`src/rtl/kamikaze_prefetch_buffer.sv`:
```
// Instruction prefetch buffer: word fetch queue with halfword realignment
// for mixed 16/32-bit instruction streams.
module kamikaze_prefetch_buffer #(
  parameter logic [31:0] RESET_PC = 32'h0000_0000,
  parameter int          DEPTH    = 2
) (
  input  logic        clk_i,
  input  logic        rst_i,
  output logic        im_req_o,
  output logic [31:0] im_addr_o,
  input  logic [31:0] im_data_i,
  output logic [31:0] instr_o,
  output logic        is_compressed_instr_o,
  output logic        instr_valid_o,
  input  logic        instr_ready_i,
  output logic [31:0] pc_o,
  input  logic        redirect_i,
  input  logic [31:0] redirect_pc_i
);

  localparam int AW = (DEPTH > 1) ? $clog2(DEPTH) : 1;
  localparam int CW = $clog2(DEPTH + 1);

  localparam logic [AW-1:0] LAST = AW'(DEPTH - 1);
  localparam logic [CW-1:0] FULL = CW'(DEPTH);
  localparam logic [CW-1:0] TWO  = CW'(2);
  localparam logic [CW:0]   LIM  = (CW+1)'(DEPTH);

  logic [31:0]   q_mem [DEPTH];
  logic [AW-1:0] rd_ptr;
  logic [AW-1:0] wr_ptr;
  logic [AW-1:0] rd_nxt;
  logic [AW-1:0] wr_nxt;
  logic [CW-1:0] count;
  logic [CW:0]   demand;
  logic          inflight;
  logic          offset;
  logic [31:0]   fetch_ptr;
  logic [31:0]   pc;

  logic [31:0] head;
  logic [31:0] nxt;
  logic [15:0] low_hw;
  logic        is_c;
  logic        have1;
  logic        have2;
  logic        valid;
  logic [31:0] raw;
  logic        consume;
  logic        pop;
  logic        push;
  logic        overflow;
  logic        unused_pc_bit;

  assign unused_pc_bit = redirect_pc_i[0];

  assign rd_nxt = (rd_ptr == LAST) ? '0 : rd_ptr + 1'b1;
  assign wr_nxt = (wr_ptr == LAST) ? '0 : wr_ptr + 1'b1;

  assign head   = q_mem[rd_ptr];
  assign nxt    = q_mem[rd_nxt];
  assign low_hw = offset ? head[31:16] : head[15:0];
  assign is_c   = (low_hw[1:0] != 2'b11);
  assign have1  = (count != '0);
  assign have2  = (count >= TWO);

  always_comb begin
    valid = 1'b0;
    raw   = '0;
    unique case (1'b1)
      is_c: begin
        valid = have1;
        raw   = {16'h0000, low_hw};
      end
      (!is_c && !offset): begin
        valid = have1;
        raw   = head;
      end
      (!is_c && offset): begin
        valid = have2;
        raw   = {nxt[15:0], head[31:16]};
      end
    endcase
  end

  assign consume = valid & instr_ready_i & ~redirect_i;
  // A word leaves the queue whenever the consumed halfwords run past its top.
  assign pop     = consume & (offset | ~is_c);
  assign push    = inflight & ~redirect_i;

  assign demand   = {1'b0, count} - (CW+1)'(pop) + (CW+1)'(inflight);
  assign im_req_o = rst_i & ~redirect_i & (demand < LIM);
  assign overflow = push & ~pop & (count == FULL);

  assign im_addr_o             = fetch_ptr;
  assign pc_o                  = pc;
  assign instr_valid_o         = valid;
  assign instr_o               = valid ? raw : '0;
  assign is_compressed_instr_o = valid & is_c;

  always_ff @(posedge clk_i or negedge rst_i) begin
    if (!rst_i) begin
      fetch_ptr <= {RESET_PC[31:2], 2'b00};
      pc        <= RESET_PC;
      offset    <= RESET_PC[1];
      inflight  <= 1'b0;
      count     <= '0;
      rd_ptr    <= '0;
      wr_ptr    <= '0;
      for (int i = 0; i < DEPTH; i++) begin
        q_mem[i] <= '0;
      end
    end else begin
      inflight <= im_req_o;
      if (redirect_i) begin
        fetch_ptr <= {redirect_pc_i[31:2], 2'b00};
        pc        <= {redirect_pc_i[31:1], 1'b0};
        offset    <= redirect_pc_i[1];
        count     <= '0;
        rd_ptr    <= '0;
        wr_ptr    <= '0;
      end else begin
        if (im_req_o) begin
          fetch_ptr <= fetch_ptr + 32'd4;
        end
        if (push) begin
          q_mem[wr_ptr] <= im_data_i;
          wr_ptr        <= wr_nxt;
        end
        if (pop) begin
          rd_ptr <= rd_nxt;
        end
        count <= count + CW'(push) - CW'(pop);
        if (consume) begin
          pc     <= pc + (is_c ? 32'd2 : 32'd4);
          offset <= offset ^ is_c;
        end
      end
    end
  end

  a_no_overflow: assert property (
    @(posedge clk_i) disable iff (!rst_i) !overflow
  ) else $error("prefetch queue overflow");

endmodule
```
`config.mk`:
```
export PLATFORM = sky130hd
export DESIGN_NAME = kamikaze_prefetch_buffer
export DESIGN_NICKNAME = d
export VERILOG_FILES = /design/src/rtl/kamikaze_prefetch_buffer.sv
export SDC_FILE = /design/constraint.sdc
export NUM_CORES = 1
export LEC_CHECK = 0
export ABC_CLOCK_PERIOD_IN_PS = 6400
export BUFFER_PORTS_ARGS = -buffer_cell sky130_fd_sc_hd__buf_2
export CAP_MARGIN = 20
export CELL_PAD_IN_SITES_DETAIL_PLACEMENT = 0
export CELL_PAD_IN_SITES_GLOBAL_PLACEMENT = 1
export CORE_UTILIZATION = 42
export DETAILED_ROUTE_END_ITERATION = 8
export PLACE_DENSITY = 0.78
export SETUP_SLACK_MARGIN = 0.2
export SYNTH_ARGS = -nofsm -noshare
export SYNTH_HDL_FRONTEND = slang
export SYNTH_SLANG_ARGS = --single-unit
export TNS_END_PERCENT = 100
```
`constraint.sdc`:
```
create_clock -name clk_i -period 6.4 [get_ports clk_i]
set_clock_uncertainty 0.2 [all_clocks]
set_input_delay 1.28 -clock clk_i [delete_from_list [all_inputs] [get_ports clk_i]]
set_output_delay 1.28 -clock clk_i [all_outputs]
set_load 0.01 [all_outputs]
```
==> results.txt <==
The worst path meets setup with 0.540 ns of slack. The tools report the global router's overall resource usage as 23.4%. The slowest stage of the critical path is the or3_4 cell. During placement, the flow inserted port buffers numbering 162.

For this run, the slowest stage of the critical path takes 0.53 ns. The critical path starts at rd_ptr$_DFFE_PN0P_. The count of flip-flops with a built-in enable after synthesis is 0.

The reg-to-reg critical path startpoint is rd_ptr$_DFFE_PN0P_. The clock reaches the later pin of the worst-skew pair after 0.42 ns. Startpoint-to-endpoint class of the critical path: flop to output port. The longest clock path from root to sink contains 2 buffers. The via count of the first global-routing pass is 6134, and the minimum period implied by the final worst setup slack is 5.86 ns.

The placed instances occupy a cell area of 8370 sq um. The wire length per cell after detailed routing was 18.2 um; the effective utilization at floorplan was 42.8%. The detailed router placed 6070 vias in this run. The startpoint identified for the worst hold timing path is q_mem[52]$_DFFE_PN0P_. Along the worst path, the maximum fanout reaches 12.

Across all hold checks on the routed design, the worst slack comes to 0.303 ns. Yosys printed 0 warnings. The clock-pin slew of the registers on the worst-case setup and hold paths works out to 0.06 ns. The floorplan step set the die width to 134 um. Together, buffers and inverters on the worst path number 3.

Detailed placement finished with a half-perimeter wire length of 13.5 mm. STA puts the critical path data required time at 4.92 ns. Setup repair after global routing left no endpoint under its margin. The final weighted congestion of routability-driven global placement was 0.775. The most numerous cell type found on the critical path is nor2_1. The minimum setup slack after placement was 0.785 ns. The leakage power of the design is 4.03 nW. The final wirelength was 20.1 mm; the I/O pin total was 167. The detail route stage leaves a number of antenna-violating nets equal to 0. Most used flip-flop cell after synthesis: dfrtp_1.

The tools report the highest achievable clock rate as 171 MHz. The run finished, with violations left. Dividing the detail-routed via count by the number of cells gives 5.49. The actual transition at the worst max-transition pin works out to 0.823 ns.

The number of hold-slack violations in the final timing report came out at 0. The run gives 2 as the DRC violation count after routing. In this run the cell area of the synthesized design comes to 7370 sq um. The cell family contributing the most delay on the critical path is simple AND/OR/NAND/NOR gates. The tools report the count of hold-fix buffers inserted at cts as 0. STA classifies the critical path startpoint as a flop. Dividing the final minimum period by the clock period gives 91.6%. The iteration-0 DRC count of the detailed router came out at 346. The mean area per synthesized cell is 10.4 sq um, and the core footprint is 17200 sq um. The number of antenna violations at the first check in global routing is 1, and the die area is 18100 sq um.

Summed over all layers, the global routing overflow is 0. In this run the tightest slew margin relative to its limit is 45.1%. In the final design database the tool counted 944 nets. For the core occupancy in the finished layout, the log shows 52.2%. The run gives 131 as the sink count of the clock tree. Total of max-cap violations: 0.

The first global-routing pass estimated 32.5 mm of wire. The layout-stage area growth over the synthesis result is 22.0%. CTS placed an instance of clkbuf_16 at the clock tree root.

Fill cells in the final layout number 1578. After routing, the total negative slack on setup checks comes to 0 ns. CTS built an H-tree with a depth of 4. Setup violations remaining at the end of the flow were counted as 0. The share of synthesized registers carrying an async set or reset came out at 100%.

The tools report the post-synthesis cell count as 709. The arrival time reported for the critical path endpoint came out at 4.38 ns. For this run, the detailed router's first-pass iteration total came to 7. The tools report the maximum number of pins on one net before global-route repair as 80. The finished cells cover 9000 sq um. VDD sags by at most 0.198 mV. TritonCTS built the clock tree. The floorplan has 48 rows. For the sequential-to-total area share from yosys stat, the log shows 44.5%. In this run, distinct cell masters in the synthesized netlist total 55.

The run gives 0 as the final count of pins violating max slew. The checks that failed: design-rule violations. The worst setup path is captured at an output port.

Walking the worst path, the cells encountered are mux2_2 -> a21oi_1 -> nor2_1 -> buf_4 -> ha_1 -> nor2b_4 -> o21ai_2 -> or3_1 -> nor2_1 -> o21ai_0 -> fa_1 -> nand2_1 -> or3_4 -> clkinv_1 -> buf_2. In this run, CTS created clock tree buffers numbering 17. Type of the worst min-delay path: flop to flop. The synthesized design contains 131 register bits.

Cells with a size suffix above 1 make up 39.5% of the layout. The die is 134 um tall. Dividing total power by cell area gives a power density of 353 nW/um^2.
## area by class of cell
type	count	area [sq um]	share of cell area [%]
multi-input combinational	516	3820	42.5
sequential	131	3280	36.5
timing repair buffer	180	952	10.6
clock buffer	19	443	4.92
tap	225	282	3.13
clock inverter	13	136	1.52
inverter	21	78.8	0.876
antenna	1	2.50	0.0278
## registers in the layout, indices dropped and copies added (netlist names)
signal,flops
im_addr_o,30
count,2
offset,1
pc_o,31
wr_ptr,1
q_mem,64
inflight,1
rd_ptr,1
## cells in the final DEF, fill, tap and decap left out, drive strengths merged, types with 12 or more instances in the layout
master    n
nor3     12
inv      19
o21ai    42
clkbuf   19
buf     180
nor2     62
mux2    110
dfrtp   131
nor4     14
o211ai   14
nand4    19
nand3    27
xnor2    30
a22oi    30
a21oi    12
nand2    59
## stage by stage
stage	std cells	power, mW
final	1106	3.18
after floorplan	711	1.92
after detailed placement	1068	2.22
after global routing	1105	3.38
after CTS	1100	3.19
after global placement	1068	2.20
## per-layer routing
| metal | global-route usage, % | wire length (um) | vias to the layer above |
|---|---|---|---|
| met2 | 39.3 | 9870 | 182 |
| li1 | - | - | 2902 |
| met4 | 7.18 | 295 | 0 |
| met3 | 6.27 | 1220 | 23 |
| met1 | 29.4 | 8720 | 2963 |
| met5 | 0 | 0 | - |
## report_power, final
group	switching, mW	internal [mW]
Combinational	0.465	0.496
Sequential	0.187	1.08
Clock	0.372	0.581
## final timing paths
path,cells past startpoint,slack [ns],end
worst min register to register,1,0.30,q_mem[52]$_DFFE_PN0P_
min in group asynchronous,1,0.70,q_mem[50]$_DFFE_PN0P_
max in group asynchronous,2,4.06,rd_ptr$_DFFE_PN0P_
worst min-delay path,1,0.30,q_mem[52]$_DFFE_PN0P_
worst max-delay path,15,0.54,im_req_o
worst max register to register,18,1.27,im_addr_o[5]$_DFFE_PN0P_
## cell families after synthesis
kind of cell	Yosys count	synth area share [%]
simple gates	226	16.6
fa+ha+maj	9	1.73
flops	131	44.5
xor+xnor	33	3.92
buf+inv	65	4.12
compound gates	129	11.7
mux	115	17.5
other cells	1	0.0509
## Yosys cell counts, drive strengths merged, types with 2 or more instances
library cell	n	share of area [%]
inv	19	0.97
clkinv	2	0.10
nor2	62	3.2
or3	5	0.49
xnor2	30	3.6
xor2	3	0.36
fa	2	0.54
o311ai	9	1.1
o211ai	14	1.4
nor3	12	0.88
dfrtp	131	44
mux2	110	17
a31oi	3	0.25
o31a	2	0.24
a211o	2	0.24
a22oi	30	3.1
nor3b	2	0.20
nor2b	2	0.20
nor4	14	2.6
or4	5	0.51
a31o	6	0.71
ha	7	1.2
o21ai	42	2.9
a21oi	12	0.81
and2	5	0.42
nand4	19	1.7
a21boi	3	0.31
and3	6	0.51
buf	22	1.9
nand2	59	3.0
and4	5	0.59
clkbuf	22	1.1
mux2i	5	0.68
nand3	27	1.9
a21o	2	0.20
## what timing repair did
| action | 4_1_cts | 5_1_grt |
|---|---|---|
| setup buffers | 0 | 4 |
| setup endpoints to repair | 0 | 1 |
| resized for setup | 0 | 2 |
Power figures use the tool's default switching activity.
